## src/rtl/pwm_fade_ctrl.sv

```systemverilog
// LED-style PWM fade sequencer: ramps duty between two plateaus,
// updating only on PWM period boundaries, looping until stopped.
module pwm_fade_ctrl #(
  parameter int R = 8
) (
  input  logic         clk,
  input  logic         reset_n,
  input  logic         period_tick,
  input  logic         start,
  input  logic         stop,
  input  logic [R-1:0] min_duty,
  input  logic [R-1:0] max_duty,
  input  logic [R-1:0] step,
  input  logic [7:0]   periods_per_step,
  input  logic [7:0]   hold_periods,
  output logic [R-1:0] duty,
  output logic         busy,
  output logic [2:0]   phase,
  output logic         cycle_done
);

  typedef enum logic [2:0] {
    IDLE      = 3'd0,
    LOAD      = 3'd1,
    RAMP_UP   = 3'd2,
    HOLD_HIGH = 3'd3,
    RAMP_DOWN = 3'd4,
    HOLD_LOW  = 3'd5
  } state_t;

  state_t       state;
  logic [R-1:0] min_r;
  logic [R-1:0] max_r;
  logic [R-1:0] step_r;
  logic [7:0]   pps_r;
  logic [7:0]   hold_r;
  logic [7:0]   step_cnt;
  logic [7:0]   hold_cnt;
  logic         stop_pending;

  logic [R:0]          up_sum;
  logic signed [R+1:0] dn_diff;
  logic                up_sat;
  logic                dn_sat;
  logic                step_due;
  logic                hold_done;
  logic                abort;

  // Extra headroom bits make saturation exact instead of wrapping.
  assign up_sum    = {1'b0, duty} + {1'b0, step_r};
  assign dn_diff   = $signed({2'b00, duty}) - $signed({2'b00, step_r});
  assign up_sat    = up_sum >= {1'b0, max_r};
  assign dn_sat    = dn_diff <= $signed({2'b00, min_r});
  assign step_due  = step_cnt == (pps_r - 8'd1);
  assign hold_done = hold_cnt == hold_r;
  assign abort     = (state != IDLE) && (stop || stop_pending);

  assign busy  = state != IDLE;
  assign phase = state;

  always_ff @(posedge clk or negedge reset_n) begin
    if (!reset_n) begin
      state        <= IDLE;
      duty         <= '0;
      cycle_done   <= 1'b0;
      min_r        <= '0;
      max_r        <= '0;
      step_r       <= '0;
      pps_r        <= '0;
      hold_r       <= '0;
      step_cnt     <= '0;
      hold_cnt     <= '0;
      stop_pending <= 1'b0;
    end else begin
      cycle_done <= 1'b0;
      if (state != IDLE && stop)
        stop_pending <= 1'b1;
      if (state == IDLE) begin
        stop_pending <= 1'b0;
        if (start && !stop) begin
          min_r  <= min_duty;
          max_r  <= max_duty;
          step_r <= (step == '0) ? {{(R-1){1'b0}}, 1'b1} : step;
          pps_r  <= (periods_per_step == 8'd0) ? 8'd1 : periods_per_step;
          hold_r <= hold_periods;
          state  <= LOAD;
        end
      end else if (period_tick) begin
        if (abort) begin
          duty         <= '0;
          step_cnt     <= '0;
          hold_cnt     <= '0;
          stop_pending <= 1'b0;
          state        <= IDLE;
        end else begin
          unique case (state)
            LOAD: begin
              duty     <= min_r;
              step_cnt <= '0;
              state    <= RAMP_UP;
            end
            RAMP_UP: begin
              if (step_due) begin
                step_cnt <= '0;
                if (up_sat) begin
                  duty     <= max_r;
                  hold_cnt <= '0;
                  state    <= HOLD_HIGH;
                end else begin
                  duty <= up_sum[R-1:0];
                end
              end else begin
                step_cnt <= step_cnt + 8'd1;
              end
            end
            HOLD_HIGH: begin
              if (hold_done) begin
                step_cnt <= '0;
                state    <= RAMP_DOWN;
              end else begin
                hold_cnt <= hold_cnt + 8'd1;
              end
            end
            RAMP_DOWN: begin
              if (step_due) begin
                step_cnt <= '0;
                if (dn_sat) begin
                  duty     <= min_r;
                  hold_cnt <= '0;
                  state    <= HOLD_LOW;
                end else begin
                  duty <= dn_diff[R-1:0];
                end
              end else begin
                step_cnt <= step_cnt + 8'd1;
              end
            end
            HOLD_LOW: begin
              if (hold_done) begin
                step_cnt   <= '0;
                cycle_done <= 1'b1;
                state      <= RAMP_UP;
              end else begin
                hold_cnt <= hold_cnt + 8'd1;
              end
            end
            default: state <= IDLE;
          endcase
        end
      end
    end
  end

endmodule

```

## config.mk

```make
export PLATFORM = sky130hd
export DESIGN_NAME = pwm_fade_ctrl
export DESIGN_NICKNAME = d
export VERILOG_FILES = /design/src/rtl/pwm_fade_ctrl.sv
export SDC_FILE = /design/constraint.sdc
export NUM_CORES = 1
export LEC_CHECK = 0
export BUFFER_PORTS_ARGS = -buffer_cell sky130_fd_sc_hd__buf_4
export CAP_MARGIN = 25
export CORE_ASPECT_RATIO = 2
export CORE_MARGIN = 10
export CORE_UTILIZATION = 30
export DETAILED_ROUTE_END_ITERATION = 16
export PLACE_DENSITY = 0.43
export SLEW_MARGIN = 15
export SYNTH_ARGS = -nofsm -noshare
export SYNTH_HDL_FRONTEND = slang
export SYNTH_SLANG_ARGS = --single-unit
export TNS_END_PERCENT = 1
```

## constraint.sdc

```tcl
create_clock -name clk -period 11.2 [get_ports clk]
set_clock_uncertainty 0.05 [all_clocks]
set_input_delay 2.24 -clock clk [delete_from_list [all_inputs] [get_ports clk]]
set_output_delay 2.24 -clock clk [all_outputs]
set_load 0.01 [all_outputs]
```

==> results.cfg <==
[run_status]
status = complete, no violations

[grt]
antenna_found_initial = 0
grt_max_degree = 70
grt_pass1_vias = 3998
track_usage_pct = 13.2
gr-usage-met3_pct = 2.52
gr-total-overflow = 0
grt_use_met1_pct = 11.4
busiest_layer = met2
grt_pass1_wl_um = 21500
grt_util_met2_pct = 26.5

[floorplan]
num_rows = 64
initial_core_util_pct = 30.6
fp.dieH_um = 197
die_w_um = 109
io_pins = 58
die_area_sq_um = 21400
coreArea_sq_um = 15400

[final_layout]
fin_cells = 725
area_delta_synth_final_pct = 19.8
mostFrequentLayoutCells = 69 x dfrtp_1, 59 x buf_4, 47 x mux2_2
diodes = 0
drive_gt1_share_pct = 26.2
final_common_cell = dfrtp_1
fin_nets = 604

[pwr]
intPower_w = 0.00104
power_frac_clock_pct = 15.2
vdd.ir_drop.worst_uv = 98.6
power_w = 0.00193
seq_power_share_pct = 24.1
power.leakage_nw = 2.68
power_density_nw_per_um2 = 342
combinationalPowerShare_pct = 60.7
switchingPower_w = 0.000888
p_sw_share_pct = 46.0

[drt]
drtIter0Drc = 97
wl_um = 13600
postRouteAntennaNets = 0
drc = 0
vias_per_cell = 5.17
num_vias = 3751
drt_first_pass_iters = 7
wl_per_cell_um = 18.8

[sta]
fin_hold_ws_ps = 458
finalHoldViolCount = 0
setup_ws_ps = 6710
post-route-min-period_ps = 4490
rsz0062_at_grt = false
slew_headroom_pct = 49.4
min_period_over_period_pct = 40.1
clock.fmax_ghz = 0.223
slew_viol_final = 0
worstMarginPinSlew_ps = 756
fin_setup_tns_ps = 0
setup_viol = 0

[cts]
cts_buffers = 9
cts_setup_buffers = 0
cts_root_buf = clkbuf_16
cts_sinks = 69
post_cts_resized = 0
clk_pin_slew_worst_paths_ps = 60
clock_path_buffers = 2
h-tree-depth = 3
clock_latency_ps = 340
ctsHoldBuffers = 0
cts_tree = yes

[critical_path]
critPathMaxStageDelay_ps = 580
worst-path-max-fanout = 7
critical_path.slowest_cell = nor3b_1
rr_worst_depth = 14
start_kind = flop
end_kind = flop
path_cells = ha_1 -> fa_1 -> nand2b_1 -> a221oi_1 -> or4_1 -> nand3_1 -> ha_1 -> a21o_1 -> a211o_1 -> nor3b_1 -> buf_4 -> mux2_2 -> a221oi_1 -> o22ai_1
criticalPathCategory = flop to flop
arrival_ps = 4640
cp_data_required_time_ps = 11350

[placement]
port_buffers = 57
dp_cells = 708
dp_hpwl_um = 11000
place_congestion = 0.825
place_ws_ps = 6720

[synthesis]
synth_top_cell_area_share_pct = 36.7
syn_avg_cell_area_sq_um = 10.1
synth.area.top_cells = dfrtp_1 37%, mux2_2 11%, ha_1 9.3%
synth-main-ff-cell = dfrtp_1
ys_ff_latch = 69
yosysSeqAreaShare_pct = 36.7
synthCells = 468
synth_top_cell_by_area = dfrtp_1
yosysWarnings = 0
syn_nets = 550
synth_edf_count = 0
synth_cell_types = 65
async_flop_share_pct = 100
syn_area_sq_um = 4710

[worst_hold_path]
hold_class = flop to flop
hold_depth = 1

[flow_run]
drv_cap = 0
logic make-up (layout without fill, tap and decap cells):
| group | after synthesis | count (layout) | synth area share, % |
|---|---|---|---|
| simple gates | 124 | 124 | 14.2 |
| compound gates | 96 | 96 | 15.3 |
| flops | 69 | 69 | 36.7 |
| buf+inv | 58 | 117 | 5.26 |
| mux | 55 | 55 | 12.9 |
| fa+ha+maj | 38 | 38 | 10.4 |
| xor+xnor | 28 | 28 | 5.21 |
worst max-delay path: cells and delay by family (launching register included):
family	cells	cell delay, ps
AOI/OAI and AO/OA	5	930
and+or+nand+nor	4	1320
muxes	1	350
DFF	1	470
buffers and inverters	1	290
adders and majority gates	3	940
area by class of cell:
class | count | area (sq um)
flip-flops and latches | 69 | 1730
repair buffers | 61 | 485
inverters | 40 | 150
clock inverters | 7 | 73.8
fillers | 1610 | 9730
well taps | 198 | 248
multi-input cells | 341 | 2740
clock buffers | 9 | 225
synthesized netlist by cell type (4+ instances only):
| cell | n |
|---|---|
| a22o_1 | 8 |
| buf_2 | 5 |
| or4_1 | 4 |
| mux2i_1 | 8 |
| nor4_1 | 8 |
| a21o_1 | 5 |
| o211ai_1 | 4 |
| nor2_1 | 29 |
| dfrtp_1 | 69 |
| nor2b_1 | 9 |
| clkbuf_1 | 7 |
| nor3_1 | 9 |
| mux2_2 | 47 |
| xor2_1 | 15 |
| nand2b_1 | 4 |
| and3_1 | 12 |
| a221o_1 | 5 |
| inv_1 | 40 |
| xnor2_1 | 13 |
| a21oi_1 | 11 |
| a31oi_1 | 6 |
| a221oi_1 | 8 |
| or2_2 | 4 |
| nand2_1 | 17 |
| o21ai_0 | 20 |
| nand3_1 | 11 |
| ha_1 | 35 |
power by group through the flow:
| stage | logic (W) | registers [W] | clock network (W) |
|---|---|---|---|
| floorplan | 0.000874 | 0.000425 | 0 |
| global placement | 0.00116 | 0.000473 | 0 |
| detailed placement | 0.00118 | 0.000476 | 0 |
| CTS | 0.00119 | 0.000472 | 0.000303 |
| global route | 0.00132 | 0.000483 | 0.000310 |
| finish | 0.00117 | 0.000466 | 0.000293 |
stage by stage:
| step | instance area (sq um) | utilization (%) |
|---|---|---|
| after floorplan | 4710 | - |
| after global placement | 5300 | 34.5 |
| after detailed placement | 5320 | 34.6 |
| after CTS | 5620 | 36.5 |
| after global routing | 5640 | 36.7 |
| final | 5640 | 36.7 |
per-layer routing:
layer	vias up	wire, um
met3	27	337
met5	-	0
met2	54	8410
li1	1807	-
met1	1863	4290
met4	0	591
worst paths after layout:
path,startpoint,slack [ps],endpoint
min in group asynchronous,reset_n,1720,max_r[2]$_DFFE_PN0P_
max in group asynchronous,reset_n,8820,min_r[3]$_DFFE_PN0P_
setup reg to reg,duty[0]$_DFFE_PN0P_,6710,duty[7]$_DFFE_PN0P_
setup / recovery,duty[0]$_DFFE_PN0P_,6710,duty[7]$_DFFE_PN0P_
hold reg to reg,min_r[1]$_DFFE_PN0P_,460,min_r[1]$_DFFE_PN0P_
hold / removal,min_r[1]$_DFFE_PN0P_,460,min_r[1]$_DFFE_PN0P_
registers in the layout, indices dropped and copies added (netlist names):
| signal | cells |
|---|---|
| step_cnt | 8 |
| stop_pending | 1 |
| hold_r | 8 |
| pps_r | 8 |
| phase | 3 |
| max_r | 8 |
| step_r | 8 |
| min_r | 8 |
| cycle_done | 1 |
| duty | 8 |
| hold_cnt | 8 |
No activity file was read; power rests on OpenSTA's default activity.
